--- src/rtl/ula_pkg.sv ---
// ula_pkg: opcode encodings and shift saturation limit shared by the ALU files
package ula_pkg;
  localparam logic [3:0] OP_AND  = 4'b0000;
  localparam logic [3:0] OP_OR   = 4'b0001;
  localparam logic [3:0] OP_NOT  = 4'b0010;
  localparam logic [3:0] OP_NAND = 4'b0011;
  localparam logic [3:0] OP_ADD  = 4'b0100;
  localparam logic [3:0] OP_SUB  = 4'b0101;
  localparam logic [3:0] OP_LSL  = 4'b0110;
  localparam logic [3:0] OP_LSR  = 4'b0111;
  localparam logic [3:0] OP_NOR  = 4'b1000;
  localparam logic [3:0] OP_XOR  = 4'b1001;
  localparam logic [2:0] SHIFT_MAX = 3'd4;
endpackage

--- src/rtl/ula_core_comb.sv ---
// ula_core_comb: combinational 4-bit ALU producing result and C/V/Z/N flags
module ula_core_comb
  import ula_pkg::*;
(
  input  logic [3:0] a,
  input  logic [3:0] b,
  input  logic [3:0] op,
  output logic [3:0] r,
  output logic       c,
  output logic       v,
  output logic       z,
  output logic       n
);
  logic [4:0] sum, diff;
  logic [2:0] sh;
  assign sum  = {1'b0, a} + {1'b0, b};
  assign diff = {1'b0, a} - {1'b0, b};
  // shift amounts of 4 or more clear the operand entirely
  assign sh = (b[2:0] > SHIFT_MAX) ? SHIFT_MAX : b[2:0];
  always_comb begin
    r = 4'b0000;
    c = 1'b0;
    v = 1'b0;
    case (op)
      OP_AND:  r = a & b;
      OP_OR:   r = a | b;
      OP_NOT:  r = ~a;
      OP_NAND: r = ~(a & b);
      OP_ADD: begin
        r = sum[3:0];
        c = sum[4];
        v = (a[3] == b[3]) & (sum[3] != a[3]);
      end
      OP_SUB: begin
        r = diff[3:0];
        c = ~diff[4];
        v = (a[3] != b[3]) & (diff[3] != a[3]);
      end
      OP_LSL:  r = a << sh;
      OP_LSR:  r = a >> sh;
      OP_NOR:  r = ~(a | b);
      OP_XOR:  r = a ^ b;
      default: r = 4'b0000;
    endcase
  end
  assign z = (r == 4'b0000);
  assign n = r[3];
endmodule

--- src/rtl/ula_lsl_lsr_mod_3.sv ---
// ula_lsl_lsr_mod_3: 4-bit ALU with result and flags registered one cycle after operands
module ula_lsl_lsr_mod_3
  import ula_pkg::*;
(
  input  logic       clk,
  input  logic       rst,
  input  logic [3:0] a_in,
  input  logic [3:0] b_in,
  input  logic [3:0] op_sel,
  output logic [3:0] resultado_out,
  output logic       flag_c,
  output logic       flag_v,
  output logic       flag_z,
  output logic       flag_n
);
  logic [3:0] r;
  logic       c, v, z, n;
  ula_core_comb u_core (
    .a  (a_in),
    .b  (b_in),
    .op (op_sel),
    .r  (r),
    .c  (c),
    .v  (v),
    .z  (z),
    .n  (n)
  );
  // reset state mirrors a zero result, hence Z set
  always_ff @(posedge clk or posedge rst) begin
    if (rst) begin
      resultado_out <= 4'b0000;
      flag_c        <= 1'b0;
      flag_v        <= 1'b0;
      flag_z        <= 1'b1;
      flag_n        <= 1'b0;
    end else begin
      resultado_out <= r;
      flag_c        <= c;
      flag_v        <= v;
      flag_z        <= z;
      flag_n        <= n;
    end
  end
endmodule

--- config.mk ---
export PLATFORM = sky130hd
export DESIGN_NAME = ula_lsl_lsr_mod_3
export DESIGN_NICKNAME = d
export VERILOG_FILES = /design/src/rtl/ula_pkg.sv /design/src/rtl/ula_core_comb.sv /design/src/rtl/ula_lsl_lsr_mod_3.sv
export SDC_FILE = /design/constraint.sdc
export NUM_CORES = 1
export LEC_CHECK = 0
export CORE_UTILIZATION = 49
export CTS_BUF_LIST = sky130_fd_sc_hd__clkbuf_8
export CTS_CLUSTER_DIAMETER = 200
export DETAILED_ROUTE_END_ITERATION = 8
export PLACE_DENSITY = 0.89
export SLEW_MARGIN = 30
export SYNTH_ARGS = -nofsm -noshare
export SYNTH_HDL_FRONTEND = slang
export SYNTH_HIERARCHICAL = 1
export SYNTH_SLANG_ARGS = --single-unit
--- constraint.sdc ---
create_clock -name clk -period 0.8 [get_ports clk]
set_input_delay 0.08 -clock clk [delete_from_list [all_inputs] [get_ports clk]]
set_output_delay 0.08 -clock clk [all_outputs]
set_load 0.1 [all_outputs]
==> results of run 1 <==
metrics by stage:
| step | setup TNS, ns | instances | instance area [µm²] | setup WS [ns] |
|---|---|---|---|---|
| after floorplan | -4.57 | 140 | 1300 | -0.814 |
| after global placement | -10.22 | 223 | 1860 | -1.46 |
| after detailed placement | -10.81 | 223 | 1860 | -1.52 |
| after CTS | -5.88 | 236 | 2110 | -0.837 |
Yosys cell counts (2+ instances only):
master	number
nor3_1	2
mux2i_1	8
a21oi_1	4
buf_6	3
buf_2	3
a2bb2oi_1	2
inv_1	15
o211ai_1	4
nand3b_1	4
a21o_1	4
nand4_1	2
nand2b_1	3
xnor2_1	3
fa_1	2
and2b_1	2
nor3b_1	2
ha_1	12
and4b_1	2
o221ai_1	2
nor2_1	10
nand3_1	3
nor2b_1	3
dfrtp_1	7
o21ai_0	5
nand2_1	6
o22ai_1	3
nor4_1	2
timing repair:
item | in CTS
setup endpoints to repair | 16
resized for setup | 75
buffers inserted | 9
pin swaps | 18
cell families after synthesis:
family | count (synthesis) | synth area share
AND/OR/NAND/NOR | 50 | 0.267
flip-flops | 8 | 0.171
adder cells (fa/ha/maj) | 14 | 0.162
buffers and inverters | 23 | 0.0988
XOR/XNOR | 4 | 0.0298
multiplexers | 8 | 0.0680
AO/OA/AOI/OAI | 33 | 0.204
==> results.py, run 1 <==
metrics = {
    "status": {
        "status": "stopped before the end",
        "lastStage": "global routing (5_1_grt)",
        "error": "[ERROR DPL-0038] Utilization greater than 100%, impossible to legalize",
    },
    "synth": {
        "synth-main-ff-cell": "dfrtp_1",
        "ys_seq_elements": 8,
        "synth_area_um2": 1180,
        "synthCells": 140,
        "yosys_warnings": 6,
        "yosys-top-cells-area": "dfrtp_1, ha_1, mux2i_1",
        "avgSynthCellArea_um2": 8.41,
        "synth-edff-count": 0,
        "yosys.area.top_type": "dfrtp_1",
        "synth_nets": 168,
        "synth_top_cell_area_share": 0.149,
        "async_flop_share": 1.00,
        "seq_area_frac_synth": 0.171,
        "yosysUniqueCellTypes": 49,
    },
    "placed_design": {
        "port_buffers": 21,
        "dp_hpwl_um": 3450,
        "gp_congestion": 0.977,
    },
    "clock_tree": {
        "cts_root_buffer": "clkbuf_8",
        "htree_num_levels": 1,
        "cts_inserted_buffers": 3,
        "cts_sinks": 8,
        "cts-hold-fix-buffers": 0,
        "clock_path_buffers": 2,
    },
    "floorplan": {
        "die_w_um": 51.0,
        "die_h_um": 51.0,
        "row_count": 17,
        "pin_count": 22,
        "start_util": 0.527,
    },
    "timing": {
        "worst_endpoint_kind": "register data pin",
        "postGrtWorstEndpoint": "resultado_out[1]$_DFF_PP0_/D",
    },
    "global_route": {
        "grt_max_degree": 12,
    },
}
==> run 2, diff against run 1 <==
--- a/config.mk
+++ b/config.mk
@@ -5,11 +5,10 @@
 export SDC_FILE = /design/constraint.sdc
 export NUM_CORES = 1
 export LEC_CHECK = 0
-export CORE_UTILIZATION = 49
-export CTS_BUF_LIST = sky130_fd_sc_hd__clkbuf_8
-export CTS_CLUSTER_DIAMETER = 200
+export CORE_AREA = 2 2 63 65
 export DETAILED_ROUTE_END_ITERATION = 8
-export PLACE_DENSITY = 0.89
+export DIE_AREA = 0 0 65 67
+export PLACE_DENSITY_LB_ADDON = 0.15
 export SLEW_MARGIN = 30
 export SYNTH_ARGS = -nofsm -noshare
 export SYNTH_HDL_FRONTEND = slang
==> constraint.sdc (replaced) <==
create_clock -name clk -period 1.05 [get_ports clk]
set_input_delay 0.105 -clock clk [delete_from_list [all_inputs] [get_ports clk]]
set_output_delay 0.105 -clock clk [all_outputs]
set_load 0.1 [all_outputs]
==> run 2 against run 1 <==
- the flow now finishes, with violations (negative setup slack)
- area after synthesis stayed put
- synthesized cell count stayed put
==> results.py, run 2 <==
metrics = {
    "status": {
        "status": "finished with violations",
        "failed_checks": "negative setup slack",
    },
    "floorplan": {
        "core_area_um2": 3610,
        "dieArea_um2": 4360,
        "pin_count": 22,
        "die_h_um": 67,
        "row_count": 22,
        "start_util": 0.327,
        "die_w_um": 65,
    },
    "routing": {
        "drt-total-wl_um": 4200,
        "drcViolationCount": 0,
        "vias": 1402,
        "first_pass_iters": 4,
        "wl_per_cell_um": 15.6,
        "viasPerCell": 5.21,
        "wl_met3_um": 223,
        "highest_layer": "met4",
        "wl_met2_um": 2110,
        "postRouteAntennaNets": 0,
        "wl_met1_um": 1740,
        "drtIter0Drc": 56,
    },
    "synth": {
        "synth_nets": 168,
        "avgSynthCellArea_um2": 8.41,
        "synthCells": 140,
        "yosys.area.top_type": "dfrtp_1",
        "yosys-top-cells-count": "inv_1, ha_1, nor2_1",
        "synth-main-ff-cell": "dfrtp_1",
        "yosys.area_share.simple": 0.267,
        "yosysUniqueCellTypes": 49,
        "synth_mux_area_frac": 0.0680,
        "synth_top_cell_area_share": 0.149,
        "yosys.area_share.adder": 0.162,
        "yosys_warnings": 6,
        "seq_area_frac_synth": 0.171,
        "yosysMostFrequentCell": "inv_1",
        "synth_compound_area_frac": 0.204,
        "synth-xor-area-share": 0.0298,
        "synth-edff-count": 0,
        "async_flop_share": 1.00,
        "synth_area_um2": 1180,
        "synth_top_family_by_area": "simple AND/OR/NAND/NOR gates",
        "ys_seq_elements": 8,
        "yosys-top-cells-area": "dfrtp_1, ha_1, mux2i_1",
    },
    "worst_setup_path": {
        "worstSetupPathType": "in2reg",
        "slowest_stage": "or4b_1",
        "worstSetupStartpointType": "input pin",
        "crit_chain": "buf_8 -> buf_4 -> ha_4 -> inv_2 -> fa_2 -> nor2b_1 -> or4b_1 -> a32o_2 -> buf_4 -> o21ai_2",
        "worstPathRequired_ns": 1.21,
        "cpMostUsedCell": "buf_4",
        "critPathMaxFanout": 3,
        "critPathLaunch": "b_in[0]",
        "worst_ep_arrival_time_ns": 1.75,
        "cpPeakStageDelay_ns": 0.49,
        "end_kind": "register",
    },
    "finish": {
        "final_area_um2": 2270,
        "largest_register": "resultado_out",
        "drive_gt1_frac": 0.588,
        "utilization": 0.631,
        "final_cell_mix": "buf_4, nor2_1, buf_12, dfrtp_1, mux2i_1",
        "layout_commonest_cell": "buf_4",
        "diodes": 0,
        "final_cells": 269,
        "final_nets": 250,
        "syn_to_final_growth_pct": 93.2,
        "largest_reg_flops": 4,
    },
    "min_path": {
        "hold_path_class": "in2async",
    },
    "global_route": {
        "grt_pass1_vias": 1456,
        "grt_max_degree": 10,
        "grt_pass1_wl_um": 6950,
        "grt.total_usage": 0.211,
        "overflow": 0,
        "antenna_found_initial": 0,
    },
    "placed_design": {
        "place_inst": 251,
        "port_buffers": 21,
        "dpl_cell_area_um2": 1930,
        "dp_hpwl_um": 3120,
        "gp_congestion": 0.891,
    },
    "clock_tree": {
        "cts-hold-fix-buffers": 0,
        "cts_root_buffer": "clkbuf_8",
        "cts_inserted_buffers": 3,
        "htree_num_levels": 1,
        "clock_path_buffers": 2,
        "cts_sinks": 8,
        "cts_tree": "yes",
        "path_clk_slew_ns": 0.04,
    },
    "timing": {
        "hold_slack_ns": 0.126,
        "tightest_slew_ns": 0.365,
        "min_period_over_period": 1.51,
        "fin_ws_ns": -0.538,
        "slew_viol_final": 0,
        "max-slew-margin-rel": 0.753,
        "setup_viol": 8,
        "fin_crit_ns": 1.59,
        "grt_setup_unrepaired": "yes",
        "max_clock_freq_mhz": 630,
        "hold_viol": 0,
    },
    "run": {
        "max_cap_violations": 0,
    },
    "pwr": {
        "power_mw": 1.94,
        "ir_worst_vdd_mv": 0.385,
        "leakagePower_nw": 1.02,
        "power.density_nw_per_um2": 853,
    },
}
## run 2: cell counts after synthesis
No cell type changed its count.
## run 2: layout make-up
class	count	area [µm²]
multi-input combinational	109	1100
inverter	15	78.8
clock buffer	4	45.0
sequential	8	201
tap	48	60.1
fill	296	1330
timing repair buffer	85	791
## run 2: worst max-delay path by stage
stage | endpoint | slack, ns
floorplan | flag_z$_DFF_PP1_ | -0.59
global placement | resultado_out[3]$_DFF_PP0_ | -1.26
detailed placement | flag_z$_DFF_PP1_ | -1.32
CTS | flag_z$_DFF_PP1_ | -0.60
global route | flag_z$_DFF_PP1_ | -0.61
finish | resultado_out[2]$_DFF_PP0_ | -0.54
## run 2: power breakdown
part | internal (mW) | total, mW | switching [mW]
registers | 0.344 | 0.369 | 0.0252
clock network | 0.264 | 0.396 | 0.132
logic | 0.551 | 1.17 | 0.624
## run 2: critical path, delay by kind of cell
kind,cells,cell delay (ns)
AO/OA/AOI/OAI,2,0.32
adder cells (fa/ha/maj),2,0.35
buffers and inverters,4,0.40
AND/OR/NAND/NOR,2,0.55
## run 2: logic make-up (layout without fill, tap and decap cells)
kind of cell / Yosys count / in the layout
DFF: 8 / 8
xor gates and xnor gates: 4 / 4
adders and majority gates: 14 / 14
AOI/OAI and AO/OA: 33 / 33
muxes: 8 / 8
and+or+nand+nor: 50 / 50
buffers and inverters: 23 / 104
## run 2: per-stage QoR
| stage | setup slack [ns] | setup TNS, ns |
|---|---|---|
| CTS | -0.597 | -3.05 |
| global route | -0.605 | -3.38 |
| finish | -0.538 | -3.03 |
| global placement | -1.26 | -9.36 |
| floorplan | -0.592 | -2.72 |
| detailed placement | -1.32 | -9.43 |
## run 2: timing repair
action,CTS,global route
setup endpoints to repair,8,9
endpoints found under the hold margin,0,0
cloned,1,0
pin swaps,17,6
gates resized for setup,65,23
setup buffers,11,3
## run 2: layer usage
layer	track usage	vias to the layer above
met1	0.252	670
met4	0.0718	0
met5	0	-
li1	-	671
met2	0.380	49
met3	0.0372	12
(Power assumes the default switching activity.)
==> run 3, diff against run 2 <==
--- a/config.mk
+++ b/config.mk
@@ -14,3 +14,4 @@
 export SYNTH_HDL_FRONTEND = slang
 export SYNTH_HIERARCHICAL = 1
 export SYNTH_SLANG_ARGS = --single-unit
+export TNS_END_PERCENT = 50
==> run 3 against run 2 <==
- the run still ends with negative setup slack left
- clock power shrank 2%
- wire length down 7.9%
- non-clock buffer count shrank 13
- final cell count decreased by 4.8%
- sequential cell count did not move
- first-iteration DRC count grew 36%
==> results.py, run 3 (synthesized netlist as in run 2, its figures left out) <==
metrics = {
    "status": {
        "status": "finished with violations",
        "failed_checks": "negative setup slack",
    },
    "routing": {
        "drt-total-wl_um": 3870,
        "wl_per_cell_um": 15.1,
        "viasPerCell": 5.15,
        "vias": 1319,
        "postRouteAntennaNets": 0,
        "drcViolationCount": 0,
        "first_pass_iters": 4,
        "drtIter0Drc": 76,
    },
    "timing": {
        "tightest_slew_ns": 0.569,
        "slew_viol_final": 0,
        "fin_crit_ns": 1.61,
        "fin_ws_ns": -0.558,
        "hold_viol": 0,
        "hold_slack_ns": 0.124,
        "max_clock_freq_mhz": 622,
        "grt_setup_unrepaired": "yes",
        "setup_viol": 8,
        "min_period_over_period": 1.53,
        "max-slew-margin-rel": 0.611,
    },
    "floorplan": {
        "die_w_um": 65,
        "dieArea_um2": 4360,
        "start_util": 0.327,
        "pin_count": 22,
        "core_area_um2": 3610,
        "die_h_um": 67,
        "row_count": 22,
    },
    "finish": {
        "largest_reg_flops": 4,
        "final_nets": 237,
        "drive_gt1_frac": 0.534,
        "fillCellCount": 331,
        "utilization": 0.583,
        "syn_to_final_growth_pct": 78.4,
        "largest_register": "resultado_out",
        "diodes": 0,
        "multi_input_area_um2": 1030,
        "layout_commonest_cell": "buf_4",
        "final_cell_mix": "buf_4, nor2_1, buf_12, mux2i_1, dfrtp_1",
        "regArea_um2": 201,
    },
    "run": {
        "max_cap_violations": 0,
    },
    "worst_setup_path": {
        "worstSetupPathType": "in2reg",
        "worst_ep_arrival_time_ns": 1.75,
        "worstSetupStartpointType": "input pin",
        "end_kind": "register",
        "worstPathRequired_ns": 1.20,
        "critPathMaxFanout": 4,
    },
    "placed_design": {
        "dp_hpwl_um": 2970,
        "gp_congestion": 0.879,
        "port_buffers": 21,
    },
    "pwr": {
        "ir_worst_vdd_mv": 0.435,
        "power.density_nw_per_um2": 881,
        "leakagePower_nw": 0.942,
    },
    "global_route": {
        "grt_pass1_vias": 1360,
        "antenna_found_initial": 0,
        "overflow": 0,
        "grt_pass1_wl_um": 6380,
        "grt_max_degree": 13,
        "grt.total_usage": 0.191,
    },
    "clock_tree": {
        "path_clk_slew_ns": 0.04,
        "cts_tree": "yes",
        "htree_num_levels": 1,
        "clock_path_buffers": 2,
        "cts_sinks": 8,
        "cts_root_buffer": "clkbuf_8",
        "cts-hold-fix-buffers": 0,
        "cts_inserted_buffers": 3,
    },
    "min_path": {
        "hold_path_class": "in2async",
    },
}
## run 3: power by group
group          internal [mW]  leakage [nW]  switching, mW
logic                  0.508         0.818          0.583
clock network          0.264        0.0228          0.125
registers              0.344         0.101         0.0264
total                   1.12         0.942          0.734
## run 3: area by class of cell
cell class / count / share of cell area
tap: 48 / 0.0286
clock buffer: 4 / 0.0214
inverter: 15 / 0.0322
multi-input combinational: 109 / 0.490
sequential: 8 / 0.0959
timing repair buffer: 72 / 0.332
## run 3: stage by stage
stage / setup slack, ns / instance area (µm²) / setup TNS, ns / power, mW / cells
2_1_floorplan: -0.599 / 1240 / -2.99 / 0.924 / 140
3_3_place_gp: -1.30 / 1830 / -8.88 / 1.33 / 243
3_5_place_dp: -1.32 / 1830 / -9.27 / 1.34 / 243
4_1_cts: -0.606 / 2050 / -3.11 / 1.82 / 254
5_1_grt: -0.600 / 2100 / -3.21 / 1.96 / 256
6_report: -0.558 / 2100 / -2.81 / 1.85 / 256
## run 3: how the worst max path moves through the flow
stage	startpoint	endpoint	slack, ns
floorplan	b_in[0]	flag_z$_DFF_PP1_	-0.60
global placement	b_in[0]	flag_z$_DFF_PP1_	-1.30
detailed placement	b_in[0]	flag_z$_DFF_PP1_	-1.32
CTS	a_in[0]	flag_z$_DFF_PP1_	-0.61
global route	a_in[0]	flag_z$_DFF_PP1_	-0.60
finish	a_in[0]	flag_z$_DFF_PP1_	-0.56
## run 3: timing repair
action	CTS	global route
gates cloned	1	0
buffers inserted	6	2
pin swaps	16	15
resized for setup	68	20
setup endpoints to repair	8	9
## run 3: metal layers
metal | global-route usage | part of all wire
met1 | 0.231 | 0.41
met5 | 0 | 0
met2 | 0.343 | 0.51
met4 | 0.0346 | 0.013
met3 | 0.0490 | 0.060
## run 3: worst max-delay path, cell delays in order
cell and delay (ns):
buf_12 0.11, ha_4 0.16, fa_2 0.34, nor2b_4 0.14, or4b_4 0.47, a32o_2 0.28
o211ai_1 0.10, nor4_2 0.06
==> patch 1, RTL diff (settings of run 3) <==
Register the inputs `a_in`, `b_in` and `op_sel` before use, without a reset. The logic sees them one clock later.
--- a/src/rtl/ula_lsl_lsr_mod_3.sv
+++ b/src/rtl/ula_lsl_lsr_mod_3.sv
@@ -15,2 +15,13 @@
 );
+
+  logic [3:0] a_q;
+  logic [3:0] b_q;
+  logic [3:0] op_sel_q;
+
+  always_ff @(posedge clk) begin
+    a_q      <= a_in;
+    b_q      <= b_in;
+    op_sel_q <= op_sel;
+  end
+
   logic [3:0] r;
@@ -18,5 +29,5 @@
   ula_core_comb u_core (
-    .a  (a_in),
-    .b  (b_in),
-    .op (op_sel),
+    .a  (a_q),
+    .b  (b_q),
+    .op (op_sel_q),
     .r  (r),
Formal check against the unedited RTL: not equivalent (Yosys sat finds a counterexample within 4 cycles, from zero or initial values and one cycle with rst high).
==> patch 1 against run 3 <==
The run still ends with negative setup slack left. Combinational power decreased by 9%. Power increased by 33%. Global-route usage increased by 0.53 points. Sequential power increased by 140%. Sequential share of layout area increased by 11 points. Wire length increased by 2.2%. Clock power increased by 52%. Worst hold slack got worse by 43 ps. Sequential cell count increased by 12. Cell area increased by 7.6%. Synthesized area increased by 20%. Die area unchanged. Setup slack got worse by 380 ps. Maximum frequency decreased by 19%. Largest cell class unchanged. Largest power group unchanged.
==> patch 1: results (changes against run 3) <==
stage;metric;value;unit;change
outcome;outcome;complete, but fails checks;;
outcome;failing checks;negative setup slack;;
global_route;M2 GR Usage;36.5;%;+2.2 points
global_route;vias in the first global route;1420;;+4.4%
logic_synthesis;number of distinct library cells after synthesis;50;;+2.0%
logic_synthesis;share of synthesized registers carrying an async set or reset;40.0;%;-60 points
routing;routed wl met2;2080;µm;+4.8%
global_route;largest net degree at the start of global routing;12;;-1
finish;share of cells above drive strength 1;43.5;%;-9.8 points
critical_path;WS Path Type;register to register;;
finish;Filler cells;299;;-9.7%
routing;vias per cell;5.32;;+3.3%
logic_synthesis;Post-Syn Instances;152;;+8.6%
clock_network;post_cts resized;7;;-90%
place;GPL Wtd Cong;0.896;;+1.9%
global_route;Global Route met1 Usage;23.1;%;-0.055 points
timing;final setup vio count;9;;+1
logic_synthesis;largest cells by area after synthesis;dfxtp_1, dfrtp_1, ha_1;;
place;port buffer count;21;;unchanged
critical_path;Worst setup SP type;register;;
place;dpl cell area;0.00214;mm²;+17%
pwr;LEAKAGE;1.00;nW;+6.3%
place;pre-CTS setup slack;-923;ps;+400 ps
global_route;GRT Resource Usage Total;19.7;%;+0.53 points
critical_path;crit-path leading delay family;simple AND/OR/NAND/NOR gates;;
timing;post-layout worst setup margin;-941;ps;-383 ps
critical_path;data required time of the critical path;1230;ps;+30 ps
logic_synthesis;most frequent cells after synthesis;inv_1, dfxtp_1, ha_1;;
timing;slew margin rel.;74.1;%;+13 points
clock_network;Setup Fix Bufs, Post-CTS;2;;-4
global_route;first-pass GRT wire length;6540;µm;+2.6%
clock_network;clock slew at reported path FFs;80;ps;+40 ps
finish;final net count;245;;+3.4%
timing;worst hold margin;81.0;ps;-43.4 ps
routing;metal3 WL;177;µm;-24%
place;post-DP HPWL;3070;µm;+3.6%
routing;Pre-antenna DRT Iters;5;;+1
logic_synthesis;Seq/Total Area, Yosys;31.2;%;+14 points
logic_synthesis;Syn Nets;180;;+7.1%
global_route;met3 GRT Util;3.04;%;-1.9 points
routing;met1 wire length;1660;µm;+4.0%
pwr;Max VDD drop;0.683;mV;+57%
critical_path;Slowest-stage cell, CP;or4b_1;;
clock_network;TritonCTS Buffers;3;;unchanged
finish;final cell count without fillers;264;;+3.1%
global_route;antenna violations before repair;0;;unchanged
routing;final WL;3950;µm;+2.2%
==> patch 1: cell count changes in the layout (fill, tap and decap cells not counted), moves of 3 or more <==
| cell | run 3 | this run |
|---|---|---|
| dlygate4sd2_1 | 3 | 0 |
| dfxtp_2 | 0 | 3 |
| clkdlybuf4s50_1 | 1 | 13 |
| inv_1 | 5 | 10 |
| buf_6 | 4 | 1 |
| inv_2 | 6 | 2 |
| dfxtp_1 | 0 | 4 |
| ha_1 | 3 | 7 |
| clkbuf_2 | 4 | 0 |
| buf_8 | 4 | 0 |
| dfxtp_4 | 0 | 5 |
==> patch 1: stage by stage <==
| step | util [%] | setup TNS [ps] |
|---|---|---|
| 2_1_floorplan | - | -4640 |
| 3_3_place_gp | 59.3 | -5790 |
| 3_5_place_dp | 59.3 | -5980 |
| 4_1_cts | 61.7 | -6080 |
| 5_1_grt | 62.7 | -6530 |
| 6_report | 62.7 | -6050 |
==> patch 1: area by class of cell <==
cell class / count / share of cell area [%]
multi-input combinational: 109 / 42.8
inverter: 15 / 2.93
sequential: 20 / 20.5
timing repair buffer: 68 / 28.6
clock buffer: 4 / 2.44
tap: 48 / 2.66
==> patch 1: logic make-up after synthesis <==
| logic type | count (synthesis) | synth area share [%] |
|---|---|---|
| muxes | 8 | 5.65 |
| buffers and inverters | 23 | 8.21 |
| adders and majority gates | 14 | 13.4 |
| AOI/OAI and AO/OA | 33 | 16.9 |
| DFF | 20 | 31.2 |
| and+or+nand+nor | 50 | 22.2 |
| xor gates and xnor gates | 4 | 2.47 |
==> patch 1: power breakdown <==
part,internal (mW),switching [mW]
registers,0.818,0.0607
logic,0.465,0.528
clock network,0.334,0.258
total,1.62,0.847
==> patch 2, RTL diff (settings of run 3) <==
Made on the original files. Make the reset (`rst`) synchronous in one clocked block.
--- a/src/rtl/ula_lsl_lsr_mod_3.sv
+++ b/src/rtl/ula_lsl_lsr_mod_3.sv
@@ -28,3 +28,3 @@
   // reset state mirrors a zero result, hence Z set
-  always_ff @(posedge clk or posedge rst) begin
+  always_ff @(posedge clk) begin
     if (rst) begin
Formal check against the unedited RTL: differs if rst is asserted again (counterexample within 4 cycles, from zero or initial values and one cycle with rst high); with rst held inactive, the same outputs for 10 cycles.
==> patch 2 against run 3 <==
Maximum frequency is 12% lower. Cell area is 1.2% higher. Sequential share of layout area is 2.1 points lower. The flow still finishes with violations (negative setup slack). Synthesized area is 0.43% higher. Sequential cell count stayed put. Power is 9.2% lower. Wire length is 4.6% higher. Setup slack worse by 220 ps. First-iteration DRC count is 7.9% higher.
==> patch 2: results (changes against run 3) <==
stage;metric;value;unit;change
routing;vias per cell;5.21;;+1.2%
global_route;antenna violations before repair;0;;unchanged
clock_network;htree depth;1;;unchanged
pwr;LEAKAGE;0.931;nW;-1.2%
timing;Final Slew Violations;0;;unchanged
logic_synthesis;post-synthesis mux area share;6.77;%;-0.029 points
critical_path;crit-path leading delay family;simple AND/OR/NAND/NOR gates;;
min_path;Hold EP;resultado_out[2];;
clock_network;post_cts resized;60;;-12%
finish;Filler cells;311;;-6.0%
logic_synthesis;most frequent cells after synthesis;inv_1, ha_1, nor2_1, nor2b_1;;
global_route;M2 GR Usage;34.1;%;-0.13 points
finish;final net count;246;;+3.8%
pwr;Overall Power;1.68;mW;-9.2%
timing;final setup vio count;8;;unchanged
place;port buffer count;21;;unchanged
min_path;hold depth;5;;
finish;diodes inserted;0;;unchanged
logic_synthesis;Synth Area in Adders;16.1;%;-0.068 points
logic_synthesis;XOR/XNOR share of the synthesized area;2.96;%;-0.013 points
finish;share of cells above drive strength 1;50.0;%;-3.4 points
place;number of cells after detailed placement;255;;+4.9%
global_route;largest net degree at the start of global routing;14;;+1
clock_network;TritonCTS Buffers;3;;unchanged
place;dpl cell area;0.00187;mm²;+2.3%
global_route;first-pass GRT wire length;6620;µm;+3.8%
critical_path;worst setup path endpoint;flag_z;;
pwr;Max VDD drop;0.293;mV;-33%
global_route;met3 GRT Util;2.36;%;-2.5 points
routing;Iter 0 DRT Violations;82;;+7.9%
place;GPL Wtd Cong;0.937;;+6.6%
finish;largest register by flop count;resultado_out;;
logic_synthesis;Seq/Total Area, Yosys;13.5;%;-3.6 points
logic_synthesis;Synth Area in Compound Gates;20.3;%;-0.086 points
logic_synthesis;share of synthesized registers carrying an async set or reset;0;%;-100 points
critical_path;CP max FO;3;;-1
min_path;hold crit path type;input pin to register;;
outcome;failing checks;negative setup slack;;
timing;post-layout worst setup margin;-774;ps;-216 ps
clock_network;worst-case clock buffer depth;2;;unchanged
critical_path;Slowest-stage cell, CP;or4b_1;;
routing;via count;1376;;+4.3%
timing;slew margin rel.;72.6;%;+12 points
finish;final core utilization;59.0;%;+0.69 points
global_route;GRT Resource Usage Total;19.5;%;+0.36 points
logic_synthesis;largest cells by area after synthesis;dfxtp_1, ha_1, mux2i_1;;
global_route;Global Route met1 Usage;26.0;%;+2.9 points
logic_synthesis;Syn Nets;175;;+4.2%
outcome;outcome;complete, but fails checks;;
routing;final WL;4040;µm;+4.6%
flow_run;Max-Cap Viols;0;;unchanged
timing;final setup TNS;-4350;ps;-1530 ps
logic_synthesis;Mapped Avg Cell Area;8.04;µm²;-4.4%
place;post-DP HPWL;3000;µm;+1.2%
pwr;Seq pwr share;20.4;%;+0.4 points
pwr;Net Sw Power;0.630;mW;-14%
-- patch 2: changes by cell type in the layout (fill, tap and decap cells not counted), sizes merged, moves of 2 or more --
cell,run 3,this run
dfxtp,0,8
dlygate4sd2,3,5
buf,62,65
nor2b,3,10
clkbuf,9,3
inv,14,12
dfrtp,7,0
-- patch 2: layer usage --
layer / routed length, µm / vias up
met5: 0 / -
met4: 42 / 0
met3: 228 / 4
met2: 1960 / 53
met1: 1810 / 648
li1: - / 671
-- patch 2: cell type report --
| cell class | instances | share of cell area, % |
|---|---|---|
| repair buffers | 74 | 33.9 |
| well taps | 48 | 2.83 |
| clock buffers | 3 | 1.94 |
| flip-flops and latches | 8 | 7.53 |
| inverters | 14 | 2.94 |
| multi-input cells | 117 | 50.9 |
-- patch 2: through the flow --
stage               worst slack [ps]  hold slack (ps)
global placement               -1430              571
detailed placement             -1460              574
finish                          -774              467
global route                    -852              508
floorplan                       -814              177
CTS                             -830              544
